--- config.mk ---
export PLATFORM = sky130hd
export DESIGN_NAME = bus_arbiter_flat
export DESIGN_NICKNAME = d
export VERILOG_FILES = /design/src/rtl/cpu_types_pkg.sv /design/src/rtl/bus_arbiter_if.sv /design/src/rtl/rr_select.sv /design/src/rtl/bus_arbiter.sv /design/src/flat_wrapper.sv
export SDC_FILE = /design/constraint.sdc
export NUM_CORES = 1
export LEC_CHECK = 0
export ABC_AREA = 1
export BUFFER_PORTS_ARGS = -buffer_cell sky130_fd_sc_hd__buf_4
export CORE_AREA = 2 2 171 173
export CTS_CLUSTER_DIAMETER = 150
export DETAILED_ROUTE_END_ITERATION = 7
export DIE_AREA = 0 0 173 175
export PLACE_DENSITY = 0.46
export SYNTH_ARGS = -nofsm -noshare
export SYNTH_HDL_FRONTEND = slang
export SYNTH_SLANG_ARGS = --single-unit
--- constraint.sdc ---
create_clock -name CLK -period 3.84 [get_ports CLK]
set_clock_uncertainty 0.1 [all_clocks]
set_input_delay 0.192 -clock CLK [delete_from_list [all_inputs] [get_ports CLK]]
set_output_delay 0.192 -clock CLK [all_outputs]
set_load 0.01 [all_outputs]
--- src/rtl/cpu_types_pkg.sv ---
// Shared types for the core/RAM interconnect and the bus arbiter.
package cpu_types_pkg;

  typedef logic [31:0] word_t;

  // Handshake state reported by the RAM each cycle.
  typedef enum logic [1:0] {
    FREE   = 2'd0,
    BUSY   = 2'd1,
    ACCESS = 2'd2,
    ERROR  = 2'd3
  } ramstate_t;

  // Arbiter FSM; prefixed to avoid clashing with the ramstate_t BUSY literal.
  typedef enum logic {
    StIdle = 1'b0,
    StBusy = 1'b1
  } arb_state_t;

  // Bit positions in the 4-wide request vector handed to rr_select.
  localparam int unsigned ReqD0 = 0;
  localparam int unsigned ReqI0 = 1;
  localparam int unsigned ReqD1 = 2;
  localparam int unsigned ReqI1 = 3;

endpackage

--- src/rtl/bus_arbiter_if.sv ---
// Core-side requests/stalls plus the single shared RAM port.
interface bus_arbiter_if #(
  parameter int unsigned CPUS = 2
);
  import cpu_types_pkg::*;

  logic [CPUS-1:0] dREN, dWEN, iREN;
  logic [CPUS-1:0] dwait, iwait;
  word_t           daddr  [CPUS];
  word_t           dstore [CPUS];
  word_t           iaddr  [CPUS];
  word_t           dload  [CPUS];
  word_t           iload  [CPUS];

  logic      ramREN, ramWEN;
  word_t     ramaddr, ramstore, ramload;
  ramstate_t ramstate;

  // Arbiter view: owns the RAM strobes and the per-core stalls.
  modport master (
    input  dREN, dWEN, iREN, daddr, dstore, iaddr, ramload, ramstate,
    output dwait, iwait, dload, iload, ramREN, ramWEN, ramaddr, ramstore
  );

  // Environment view: cores and RAM.
  modport slave (
    output dREN, dWEN, iREN, daddr, dstore, iaddr, ramload, ramstate,
    input  dwait, iwait, dload, iload, ramREN, ramWEN, ramaddr, ramstore
  );

endinterface

--- src/rtl/rr_select.sv ---
// Combinational winner pick: pointer core first, data before instruction.
module rr_select (
  input  logic [3:0] req_i,  // {i1, d1, i0, d0}
  input  logic       ptr_i,
  output logic [3:0] gnt_o
);

  logic [1:0] core_req;
  logic       sel;

  // Fall back to the other core only when the pointer core is silent.
  always_comb begin
    core_req[0] = req_i[0] | req_i[1];
    core_req[1] = req_i[2] | req_i[3];
    sel         = core_req[ptr_i] ? ptr_i : ~ptr_i;
    gnt_o       = '0;
    if (|req_i) begin
      if (req_i[{sel, 1'b0}]) begin
        gnt_o[{sel, 1'b0}] = 1'b1;
      end else begin
        gnt_o[{sel, 1'b1}] = 1'b1;
      end
    end
  end

endmodule

--- src/rtl/bus_arbiter.sv ---
// Two-core round-robin arbiter for a single RAM port, with watchdog abort.
module bus_arbiter
  import cpu_types_pkg::*;
#(
  parameter int unsigned CPUS    = 2,
  parameter int unsigned TIMEOUT = 255
) (
  input  logic          CLK,
  input  logic          nRST,
  bus_arbiter_if.master bus,
  output logic [1:0]    grant,
  output logic          timeout
);

  // Counter value in the last BUSY cycle allowed before abort.
  localparam logic [7:0] TimeoutLast = 8'(TIMEOUT - 1);

  arb_state_t state_q, state_d;
  logic       ptr_q, ptr_d;
  logic [7:0] cnt_q, cnt_d;
  logic [1:0] grant_q, grant_d;
  logic       timeout_q, timeout_d;

  logic [3:0] req, gnt;
  logic       g_cpu, g_data, g_active, busy_drv, done;

  assign req = {bus.iREN[1], bus.dREN[1] | bus.dWEN[1],
                bus.iREN[0], bus.dREN[0] | bus.dWEN[0]};

  rr_select u_rr_select (
    .req_i (req),
    .ptr_i (ptr_q),
    .gnt_o (gnt)
  );

  // Load data is broadcast; only the stall tells a core it is valid.
  for (genvar i = 0; i < CPUS; i++) begin : g_load
    assign bus.dload[i] = bus.ramload;
    assign bus.iload[i] = bus.ramload;
  end

  // RAM drive and stalls follow the granted requester's live inputs.
  always_comb begin
    g_cpu        = grant_q[1];
    g_data       = grant_q[0];
    g_active     = g_data ? (bus.dREN[g_cpu] | bus.dWEN[g_cpu]) : bus.iREN[g_cpu];
    // nRST gating keeps the RAM quiet during the reset cycle itself.
    busy_drv     = (state_q == StBusy) && nRST && g_active;
    done         = busy_drv && (bus.ramstate == ACCESS);
    bus.ramREN   = 1'b0;
    bus.ramWEN   = 1'b0;
    bus.ramaddr  = '0;
    bus.ramstore = '0;
    bus.dwait    = '1;
    bus.iwait    = '1;
    if (busy_drv) begin
      if (g_data) begin
        bus.ramWEN   = bus.dWEN[g_cpu];
        bus.ramREN   = bus.dREN[g_cpu] & ~bus.dWEN[g_cpu];
        bus.ramaddr  = bus.daddr[g_cpu];
        bus.ramstore = bus.dstore[g_cpu];
      end else begin
        bus.ramREN  = 1'b1;
        bus.ramaddr = bus.iaddr[g_cpu];
      end
    end
    if (done) begin
      if (g_data) begin
        bus.dwait[g_cpu] = 1'b0;
      end else begin
        bus.iwait[g_cpu] = 1'b0;
      end
    end
  end

  // Next-state: capture in IDLE; in BUSY finish, drop or time out.
  always_comb begin
    state_d   = state_q;
    ptr_d     = ptr_q;
    cnt_d     = cnt_q;
    grant_d   = grant_q;
    timeout_d = 1'b0;
    case (state_q)
      StIdle: begin
        if (|req) begin
          state_d = StBusy;
          cnt_d   = '0;
          grant_d = {gnt[ReqD1] | gnt[ReqI1], gnt[ReqD0] | gnt[ReqD1]};
        end
      end
      StBusy: begin
        if (!g_active) begin
          // Requester gave up: no completion, pointer stays put.
          state_d = StIdle;
        end else if (bus.ramstate == ACCESS) begin
          state_d = StIdle;
          ptr_d   = ~g_cpu;
        end else if (cnt_q == TimeoutLast) begin
          state_d   = StIdle;
          ptr_d     = ~g_cpu;
          timeout_d = 1'b1;
        end else begin
          // ERROR is simply retried by staying here.
          cnt_d = cnt_q + 8'd1;
        end
      end
      default: state_d = StIdle;
    endcase
  end

  // State registers with synchronous active-low reset.
  always_ff @(posedge CLK) begin
    if (!nRST) begin
      state_q   <= StIdle;
      ptr_q     <= 1'b0;
      cnt_q     <= '0;
      grant_q   <= '0;
      timeout_q <= 1'b0;
    end else begin
      state_q   <= state_d;
      ptr_q     <= ptr_d;
      cnt_q     <= cnt_d;
      grant_q   <= grant_d;
      timeout_q <= timeout_d;
    end
  end

  assign grant   = grant_q;
  assign timeout = timeout_q;

endmodule

--- src/flat_wrapper.sv ---
// flat-port wrapper written by rule: the top's interface ports become plain ports
module bus_arbiter_flat import cpu_types_pkg::*;
#(
  parameter int unsigned CPUS    = 2,
  parameter int unsigned TIMEOUT = 255
)
  (CLK, nRST, grant, timeout, bus_dREN, bus_dWEN, bus_iREN, bus_daddr, bus_dstore, bus_iaddr, bus_ramload, bus_ramstate, bus_dwait, bus_iwait, bus_dload, bus_iload, bus_ramREN, bus_ramWEN, bus_ramaddr, bus_ramstore);
  bus_arbiter_if #(.CPUS(CPUS)) bus_i ();
  input  logic CLK;
  input  logic nRST;
  output logic [1:0] grant;
  output logic timeout;
  input wire logic [$bits(bus_i.dREN)-1:0] bus_dREN;
  input wire logic [$bits(bus_i.dWEN)-1:0] bus_dWEN;
  input wire logic [$bits(bus_i.iREN)-1:0] bus_iREN;
  input wire logic [$bits(bus_i.daddr)-1:0] bus_daddr;
  input wire logic [$bits(bus_i.dstore)-1:0] bus_dstore;
  input wire logic [$bits(bus_i.iaddr)-1:0] bus_iaddr;
  input wire logic [$bits(bus_i.ramload)-1:0] bus_ramload;
  input wire logic [$bits(bus_i.ramstate)-1:0] bus_ramstate;
  output wire logic [$bits(bus_i.dwait)-1:0] bus_dwait;
  output wire logic [$bits(bus_i.iwait)-1:0] bus_iwait;
  output wire logic [$bits(bus_i.dload)-1:0] bus_dload;
  output wire logic [$bits(bus_i.iload)-1:0] bus_iload;
  output wire logic [$bits(bus_i.ramREN)-1:0] bus_ramREN;
  output wire logic [$bits(bus_i.ramWEN)-1:0] bus_ramWEN;
  output wire logic [$bits(bus_i.ramaddr)-1:0] bus_ramaddr;
  output wire logic [$bits(bus_i.ramstore)-1:0] bus_ramstore;
  assign bus_i.dREN = bus_dREN;
  assign bus_i.dWEN = bus_dWEN;
  assign bus_i.iREN = bus_iREN;
  assign bus_i.daddr = {>>{bus_daddr}};
  assign bus_i.dstore = {>>{bus_dstore}};
  assign bus_i.iaddr = {>>{bus_iaddr}};
  assign bus_i.ramload = bus_ramload;
  assign bus_i.ramstate = bus_ramstate;
  assign bus_dwait = bus_i.dwait;
  assign bus_iwait = bus_i.iwait;
  assign bus_dload = {>>{bus_i.dload}};
  assign bus_iload = {>>{bus_i.iload}};
  assign bus_ramREN = bus_i.ramREN;
  assign bus_ramWEN = bus_i.ramWEN;
  assign bus_ramaddr = bus_i.ramaddr;
  assign bus_ramstore = bus_i.ramstore;
  bus_arbiter #(.CPUS(CPUS), .TIMEOUT(TIMEOUT)) u_core (.CLK(CLK), .nRST(nRST), .bus(bus_i), .grant(grant), .timeout(timeout));
endmodule
**Word level (Yosys, flattened, before mapping)**

Cells that the tools add are included.
W data, S select, Z words.

- Register bits: 13
- Output and inout port bits: 201
- Word-level logic and storage cells: 102

- $add $sub $neg: 1
- Order comparisons: 8
- Equal/unequal tests: 6
- Multiplexer cells: 54
- Bitwise gates (word level): 16
- Reduce and logical (&&, ||, !) cells: 12

Operators with widths:

| operator | count |
|---|---|
| $mux W32 | 13 |
| $mux W8 | 4 |
| $mux W1 | 26 |
| $pmux W8 S2 | 1 |
| $add A8 B1 Y8 const B | 1 |
| $eq A8 B8 Y1 const B | 1 |
| $mux W2 | 4 |
| $mux W4 | 2 |
| $reduce_or A4 Y1 | 2 |
| $or A1 B1 Y1 | 7 |
| $logic_and A1 B1 Y1 | 6 |
| $lt A2 B3 Y1 const B | 2 |
| $ne A2 B2 Y1 const B | 3 |
| $not A1 Y1 | 6 |
| $ge A2 B1 Y1 const B | 2 |
| $lt A1 B2 Y1 const B | 2 |
| $reduce_and A4 Y1 | 1 |
| $demux W1 S1 | 3 |
| $reduce_and A3 Y1 | 1 |
| $eq A2 B2 Y1 const B | 1 |
| $ge A2 B2 Y1 const B | 1 |
| $ne A2 B1 Y1 const B | 1 |
| $not A1 Y2 | 1 |
| $not A2 Y2 | 1 |
| other kinds (5) | 5 |

**Longest topological paths before layout**

Gate-level depths: netlist of run 1.

- Depth after elaboration: 12
- Gate-level depth with buffers: 11
- Gate-level depth less buffers: 10

**Modules after synthesis**

A second synthesis of run 1 with hierarchy kept.

- Cell total of the unflattened synthesis: 503
- Area total of the unflattened synthesis: 3099.2 µm²

By module, submodules not included:

| module | times used | cells each | area an instance (µm²) | seq. area each (µm²) |
|---|---|---|---|---|
| bus_arbiter | 1 | 483 | 3016.6 | 260.2 |
| rr_select | 1 | 20 | 82.6 | 0.0 |

**Least setup slack after synthesis of run 1**

OpenSTA, ideal clock, no wires.

- Kind: reg2out
- Start: reg u_core.grant_q[1] (netlist: u_core.grant[1])
- End: out bus_ramaddr[10]
- Data arrival time: 1.363 ns
- Required time: 3.548 ns
- Setup slack: 2.185 ns
- Stages on the path, launching flop included: 8
- Path buffers: 3
- Cells stage by stage: dfxtp_1 -> buf_4 -> nand2_1 -> inv_1 -> buf_2 -> buf_1 -> nand2_1 -> a31oi_1

- Word-level cells in the longest chain between the ends: 6
- Elaborated cells on any way between the ends: 18
- Classes of those cells: 15 x mux; 2 x bitwise; 1 x reduce/logical

RTL lines:

| item | RTL line | text |
|---|---|---|
| start, declared | bus_arbiter.sv:21 | `logic [1:0] grant_q, grant_d;` |
| start signal, assigned | bus_arbiter.sv:123 | `grant_q <= grant_d;` |
| $mux W1 (not written as such) or $not A1 Y2 (tied branches) | bus_arbiter.sv:46, bus_arbiter.sv:60, bus_arbiter.sv:64 |  |
| $mux W1 (not written as such) (tied with other cells) | bus_arbiter.sv:46 | `g_active = g_data ? (bus.dREN[g_cpu] \| bus.dWEN[g_cpu]) : bus.iREN[g_cpu];` |
| $or A1 B1 Y1 (tied with other cells) | bus_arbiter.sv:46 |  |
| $mux W1 (tied with other cells) | bus_arbiter.sv:46 |  |
| $logic_and A1 B1 Y1 or $mux W32 (tied branches) | bus_arbiter.sv:48, bus_arbiter.sv:57 |  |
| $mux W32 * | bus_arbiter.sv:56 | `if (busy_drv) begin` |
| end, declared | flat_wrapper.sv:27 | `output wire logic [$bits(bus_i.ramaddr)-1:0] bus_ramaddr;` |

Mark *: on every way between the ends. The rest lies on a longest branch, timed or not. The select of a mux whose other input is x is not followed.

**Worst setup path after layout of run 1**

- Start: reg u_core.grant_q[1] (netlist: u_core.grant[1])
- End: out bus_ramaddr[0]

The elaborated chain is that of the path after synthesis.

==> results of run 1 <==
[worst min-delay path by stage]
stage,end,from,slack (ps)
3_5_place_dp,bus_iload[20],bus_ramload[20],280
2_1_floorplan,u_core.timeout,bus_ramstate[0],330
6_report,u_core.ptr_q,nRST,150
5_1_grt,u_core.ptr_q,nRST,160
3_3_place_gp,bus_iload[20],bus_ramload[20],280
4_1_cts,u_core.cnt_q[1],nRST,150
[cells in the final DEF (no fill, tap or decap), types with 2 or more instances in the layout]
master / instances
nor2_2: 22
nor2_4: 12
a31oi_1: 33
clkbuf_16: 3
inv_2: 3
inv_1: 23
nand3_1: 12
buf_12: 2
dfxtp_1: 13
a21oi_1: 11
buf_4: 279
or2_2: 2
nor3_1: 3
ha_1: 2
nor2_1: 26
nand3_2: 3
nand2_1: 107
a22oi_1: 64
[layout make-up]
cell class	count	area, um2	area share (%)
Inverter	26	97.6	2.04
Multi-Input combinational cell	306	1730	36.1
Tap cell	384	480	10.0
Timing Repair Buffer	281	2130	44.6
Clock buffer	4	78.8	1.65
Antenna cell	1	2.50	0.0523
Sequential cell	13	260	5.44
[routing by layer]
metal | share of wire, % | track usage, % | wire [um] | vias up
met5 | 0 | 0 | 0 | -
met4 | 1.8 | 2.72 | 310 | 0
met3 | 10 | 3.87 | 1760 | 19
met2 | 47 | 18.1 | 8270 | 225
met1 | 41 | 13.2 | 7170 | 1678
li1 | - | - | - | 1816
[metrics by stage]
stage                     setup slack, ps  std cells  area, um2  hold slack [ps]
after floorplan                      2180        503       3200              330
after global placement               1030       1010       4700              284
after detailed placement              989       1010       4700              284
after CTS                             715       1014       4780              148
after global routing                  581       1014       4780              157
final                                 766       1015       4780              148
[kinds of logic after synthesis]
kind of cell	Yosys count	share of synthesized area [%]
buffers and inverters	184	38.6
XOR/XNOR	2	0.547
AND/OR/NAND/NOR	191	28.2
AO/OA/AOI/OAI	111	23.7
adder cells (fa/ha/maj)	2	0.781
flip-flops	13	8.13
[registers in the layout, summed over array words and instances, names as in the netlist]
signal,cells
u_core.cnt_q,8
u_core.grant,2
u_core.ptr_q,1
u_core.state_q,1
u_core.timeout,1
[power by group]
group          internal (uW)  leakage, uW  switching (uW)
registers                144     0.000106            13.4
logic                    244      0.00196             269
clock network            141    0.0000382            63.5
[critical path: cells and delay by family, from the launching register on]
kind	cells	cell delay, ps
buffers and inverters	3	700
AO/OA/AOI/OAI	1	500
flip-flops	1	560
AND/OR/NAND/NOR	4	730
==> impl_metrics.toml, run 1 <==
[clock_network]
cts_setup_buffers = 0
ctsResizeCount = 0
clk_pin_slew_worst_paths_ps = 50
cts_sinks = 13
cts_hold_buf = 0
cts-htree-levels = 1
cts_buffers = 3
cts_tree = "built"
clock_path_buffers = 2
cts_root_buf = "clkbuf_16"
worstSkewPairLatency_ps = 250

[global_route]
grt_use_total_pct = 10.8
antenna_found_initial = 0
grt_max_degree = 66
grt_pass1_wl_mm = 24.9
grt_pass1_vias = 3785
grt_overflow = 0

[synth]
synth_top_area_share_pct = 30.7
synth-seq-area-share_pct = 8.12
synth_most_common_cell = "buf_4"
yosysTopAreaCell = "buf_4"
postSynthAreaPerCell_um2 = 6.37
async_flop_share_pct = 0
syn_nets = 739
synthesis.area_um2 = 3200
ys.flop_type = "dfxtp_1"
synth-seq-cells = 13
synth_top_cells_by_count = "buf_4 (131), nand2_1 (107), a22oi_1 (64)"
netlist_instances = 503
ys_types = 29
ys_warn_count = 0
synth_area_leaders = "buf_4 (31%), a22oi_1 (15%), nand2_1 (13%)"
synth_edf_count = 0

[routing]
viasPerCell = 3.68
firstDrtPassIters = 5
vias = 3738
drc_errors = 0
wl_mm = 17.5
drt_iter0_drc = 192
ant_nets = 0
wire_per_inst_um = 17.3

[placement]
dp_hpwl_mm = 14.5
gp_congestion = 0.791
port_buffers = 274

[setup_path]
worstSetupStartpoint = "u_core.grant[1]"
endpoint = "bus_ramaddr[0]"
cp.required_ps = 3550
end_kind = "output port"
r2r_end = "u_core.timeout"
worstSetupPathType = "flop to output port"
reg2reg_depth = 6
crit_top_cell = "nand3_2"
critPathSlowestCell = "dfxtp_1"
r2r_slack_ps = 1730
startpoint_type = "flop"
cpPeakStageDelay_ps = 560
cp_max_fo = 39
reg2reg_from = "u_core.grant[1]"
crit_chain = "inv_2 -> nand2_1 -> nand3_2 -> nand3_2 -> nand3_4 -> buf_12 -> a31oi_1 -> buf_4"
worstPathArrival_ps = 2780

[sta]
setup_viol = 0
fmax_ghz = 0.325
final_hold_viol_count = 0
finalMaxSlewViolations = 0
tightest_slew_ps = 955
post-route-period-util_pct = 80.0
max-slew-margin-rel_pct = 35.9
rsz0062_at_grt = "false"
fin_setup_tns_ps = 0
min_period_ps = 3070

[status]
outcome = "completed"

[floorplanning]
start_util_pct = 11.3
core_area_um2 = 28400
die_h_um = 175
die_w_um = 173
io_pins = 435
die-area_um2 = 30300
fp-row-count = 62

[pwr]
vdd_drop_max_mv = 0.121
p_total_uw = 875
p_leak_uw = 0.00211
p_per_area_nw_per_um2 = 183

[cells_and_area]
area_delta_synth_final_pct = 49.3
final_util_pct = 16.8
finalNetCount = 867
drive_gt1_share_pct = 52.1
fill_cells = 3297

[hold_path]
min_path_cells = 3
hp-class = "primary input to flop"

[run]
drv_cap = 0
Note: power is estimated with default switching activity, not from simulation.
==> run 2: changes to the inputs <==
--- a/config.mk
+++ b/config.mk
@@ -5,13 +5,13 @@
 export SDC_FILE = /design/constraint.sdc
 export NUM_CORES = 1
 export LEC_CHECK = 0
-export ABC_AREA = 1
+export ABC_AREA = 0
 export BUFFER_PORTS_ARGS = -buffer_cell sky130_fd_sc_hd__buf_4
-export CORE_AREA = 2 2 171 173
+export CORE_AREA = 2 2 169 171
 export CTS_CLUSTER_DIAMETER = 150
 export DETAILED_ROUTE_END_ITERATION = 7
-export DIE_AREA = 0 0 173 175
-export PLACE_DENSITY = 0.46
+export DIE_AREA = 0 0 171 173
+export PLACE_DENSITY = 0.48
 export SYNTH_ARGS = -nofsm -noshare
 export SYNTH_HDL_FRONTEND = slang
 export SYNTH_SLANG_ARGS = --single-unit
==> constraint.sdc (replaced) <==
create_clock -name CLK -period 2.7 [get_ports CLK]
set_clock_uncertainty 0.1 [all_clocks]
set_input_delay 0.135 -clock CLK [delete_from_list [all_inputs] [get_ports CLK]]
set_output_delay 0.135 -clock CLK [all_outputs]
set_load 0.01 [all_outputs]
==> impl_metrics.toml, run 2 <==
[cells_and_area]
antenna_cells = 0
finalNetCount = 752
final_util_pct = 17.6
fill_cells = 3165
instances_no_fill = 893
drive_gt1_share_pct = 61.9
regMostFlops = "u_core.cnt_q"
largest_reg_flops = 8
final_cell_mix = "buf_4 (279), nor2_1 (39), mux2i_1 (35)"
area_delta_synth_final_pct = 48.8
final_common_cell = "buf_4"

[pwr]
p_per_area_nw_per_um2 = 229
p_int_uw = 774
p_sw_share_pct = 30.5
p_leak_uw = 0.00208
p_seq_share_pct = 18.9
power_frac_comb_pct = 55.8
net-switching-power_uw = 340
p_clk_share_pct = 25.3
vdd_drop_max_mv = 0.214

[sta]
post-route-period-util_pct = 89.0
min_period_ps = 2400
fmax_ghz = 0.416
rsz0062_at_grt = "false"
max-slew-margin-rel_pct = 45.7
setup_viol = 0
finalMaxSlewViolations = 0
fin_setup_tns_ps = 0
tightest_slew_ps = 813
final_hold_viol_count = 0

[setup_path]
cp.required_ps = 2470
reg2reg_depth = 6
cp_max_fo = 22
cpPeakStageDelay_ps = 430
r2r_end = "u_core.cnt_q[0]"
reg2reg_from = "u_core.grant[0]"
startpoint_type = "flop"
worstSetupPathType = "flop to output port"
crit_top_cell = "buf_4"
end_kind = "output port"
r2r_slack_ps = 710
worstPathArrival_ps = 2170
crit_chain = "nor3b_1 -> o32ai_2 -> and3_1 -> nand2_4 -> buf_4 -> nor2_1 -> buf_4"
path_delay_family = "simple AND/OR/NAND/NOR gates"
critPathSlowestCell = "dfxtp_2"
worstSetupStartpoint = "u_core.grant[0]"
critPathBufInv = 2

[clock_network]
cts_tree = "built"
cts-htree-levels = 1
cts_root_buf = "clkbuf_16"
ctsResizeCount = 0
clk_pin_slew_worst_paths_ps = 50
cts_buffers = 3
cts_sinks = 13
cts_hold_buf = 0
clock_path_buffers = 2
cts_setup_buffers = 0
worstSkewPairLatency_ps = 240

[synth]
synth-xor-area-share_pct = 0
syn_nets = 619
netlist_instances = 383
async_flop_share_pct = 0
synth_top_cells_by_count = "buf_4 (131), nor2_1 (39), mux2i_1 (35)"
ys_warn_count = 0
synth_top_family_by_area = "buffers and inverters"
yosysTopAreaCell = "buf_4"
ys_types = 34
synth_edf_count = 0
synth_top_area_share_pct = 30.1
postSynthAreaPerCell_um2 = 8.54
ys.flop_type = "dfxtp_1"
synth-seq-cells = 13
synthesis.area_um2 = 3270
synth_most_common_cell = "buf_4"
synth_area_leaders = "buf_4 (30%), mux4_2 (22%), mux2i_1 (11%)"
synth_mux_area_share_pct = 32.7
synth_fa_ha_area_share_pct = 0.765
synth-seq-area-share_pct = 7.96
synth_compound_area_share_pct = 7.35
synthSimpleGateAreaFrac_pct = 17.9

[hold_path]
hp-class = "primary input to flop"
hold_path.startpoint = "nRST"
min_to = "u_core.cnt_q[4]"
min_path_cells = 2

[global_route]
antenna_found_initial = 1
grt_overflow = 0
grt_use_total_pct = 8.86
grt_pass1_wl_mm = 20.0
grt_pass1_vias = 3316
grt_max_degree = 40

[routing]
drc_errors = 0
viasPerCell = 3.63
ant_nets = 0
wl_mm = 14.6
drt_iter0_drc = 67
vias = 3239
firstDrtPassIters = 4
wire_per_inst_um = 16.3

[placement]
dp_cells = 889
port_buffers = 274
dp_hpwl_mm = 12.5
gp_congestion = 0.717

[status]
outcome = "completed"

[floorplanning]
start_util_pct = 11.8
die_w_um = 171
io_pins = 435
core_area_um2 = 27600
die_h_um = 173
fp-row-count = 61
die-area_um2 = 29600

[run]
drv_cap = 0
==> run 2: worst max path at each step <==
stage                  endpoint  cells past startpoint
2_1_floorplan   bus_ramaddr[10]                      4
3_3_place_gp    bus_ramstore[8]                      7
3_5_place_dp    bus_ramstore[8]                      7
4_1_cts         bus_ramstore[8]                      7
5_1_grt        bus_ramstore[26]                      7
6_report       bus_ramstore[27]                      7
==> run 2: cells by family after synthesis <==
logic type	count (synthesis)
buf+inv	155
simple gates	112
mux	67
compound gates	34
flops	13
fa+ha+maj	2
==> run 2: layout make-up <==
class	count	area, um2	share of cell area (%)
repair buffers	280	2110	43.5
multi-input cells	215	1920	39.5
well taps	378	473	9.72
flip-flops and latches	13	265	5.45
clock buffers	4	78.8	1.62
inverters	3	11.3	0.231
==> run 2: worst reg2reg max path, cell delays in order, from the launching register on <==
cell     delay, ps
dfxtp_2        370
nor3b_1        170
o32ai_2        350
and3_1         280
buf_4          310
nand3_1        150
o22ai_1        180
==> run 2: metrics by stage <==
stage | worst slack (ps) | hold slack (ps) | total power [uW] | area [um2]
floorplan | 805 | 181 | 671 | 3270
finish | 297 | 111 | 1110 | 4870
global placement | 568 | 170 | 844 | 4790
detailed placement | 512 | 170 | 848 | 4790
global route | 60.8 | 125 | 1180 | 4870
CTS | 249 | 110 | 1140 | 4870
==> run 2: metal layers <==
layer	GRT usage [%]	vias up	part of all wire [%]
met1	9.62	1484	36
met4	2.15	2	2.1
met5	0	-	0.089
met2	16.1	239	49
met3	3.34	35	13
li1	-	1479	-
==> run 2: power by group through the flow <==
stage	sequential (uW)	clock, uW	combinational (uW)
floorplan	207	0	463
global placement	214	0	630
global route	211	300	671
detailed placement	214	0	633
CTS	210	290	637
finish	211	282	622
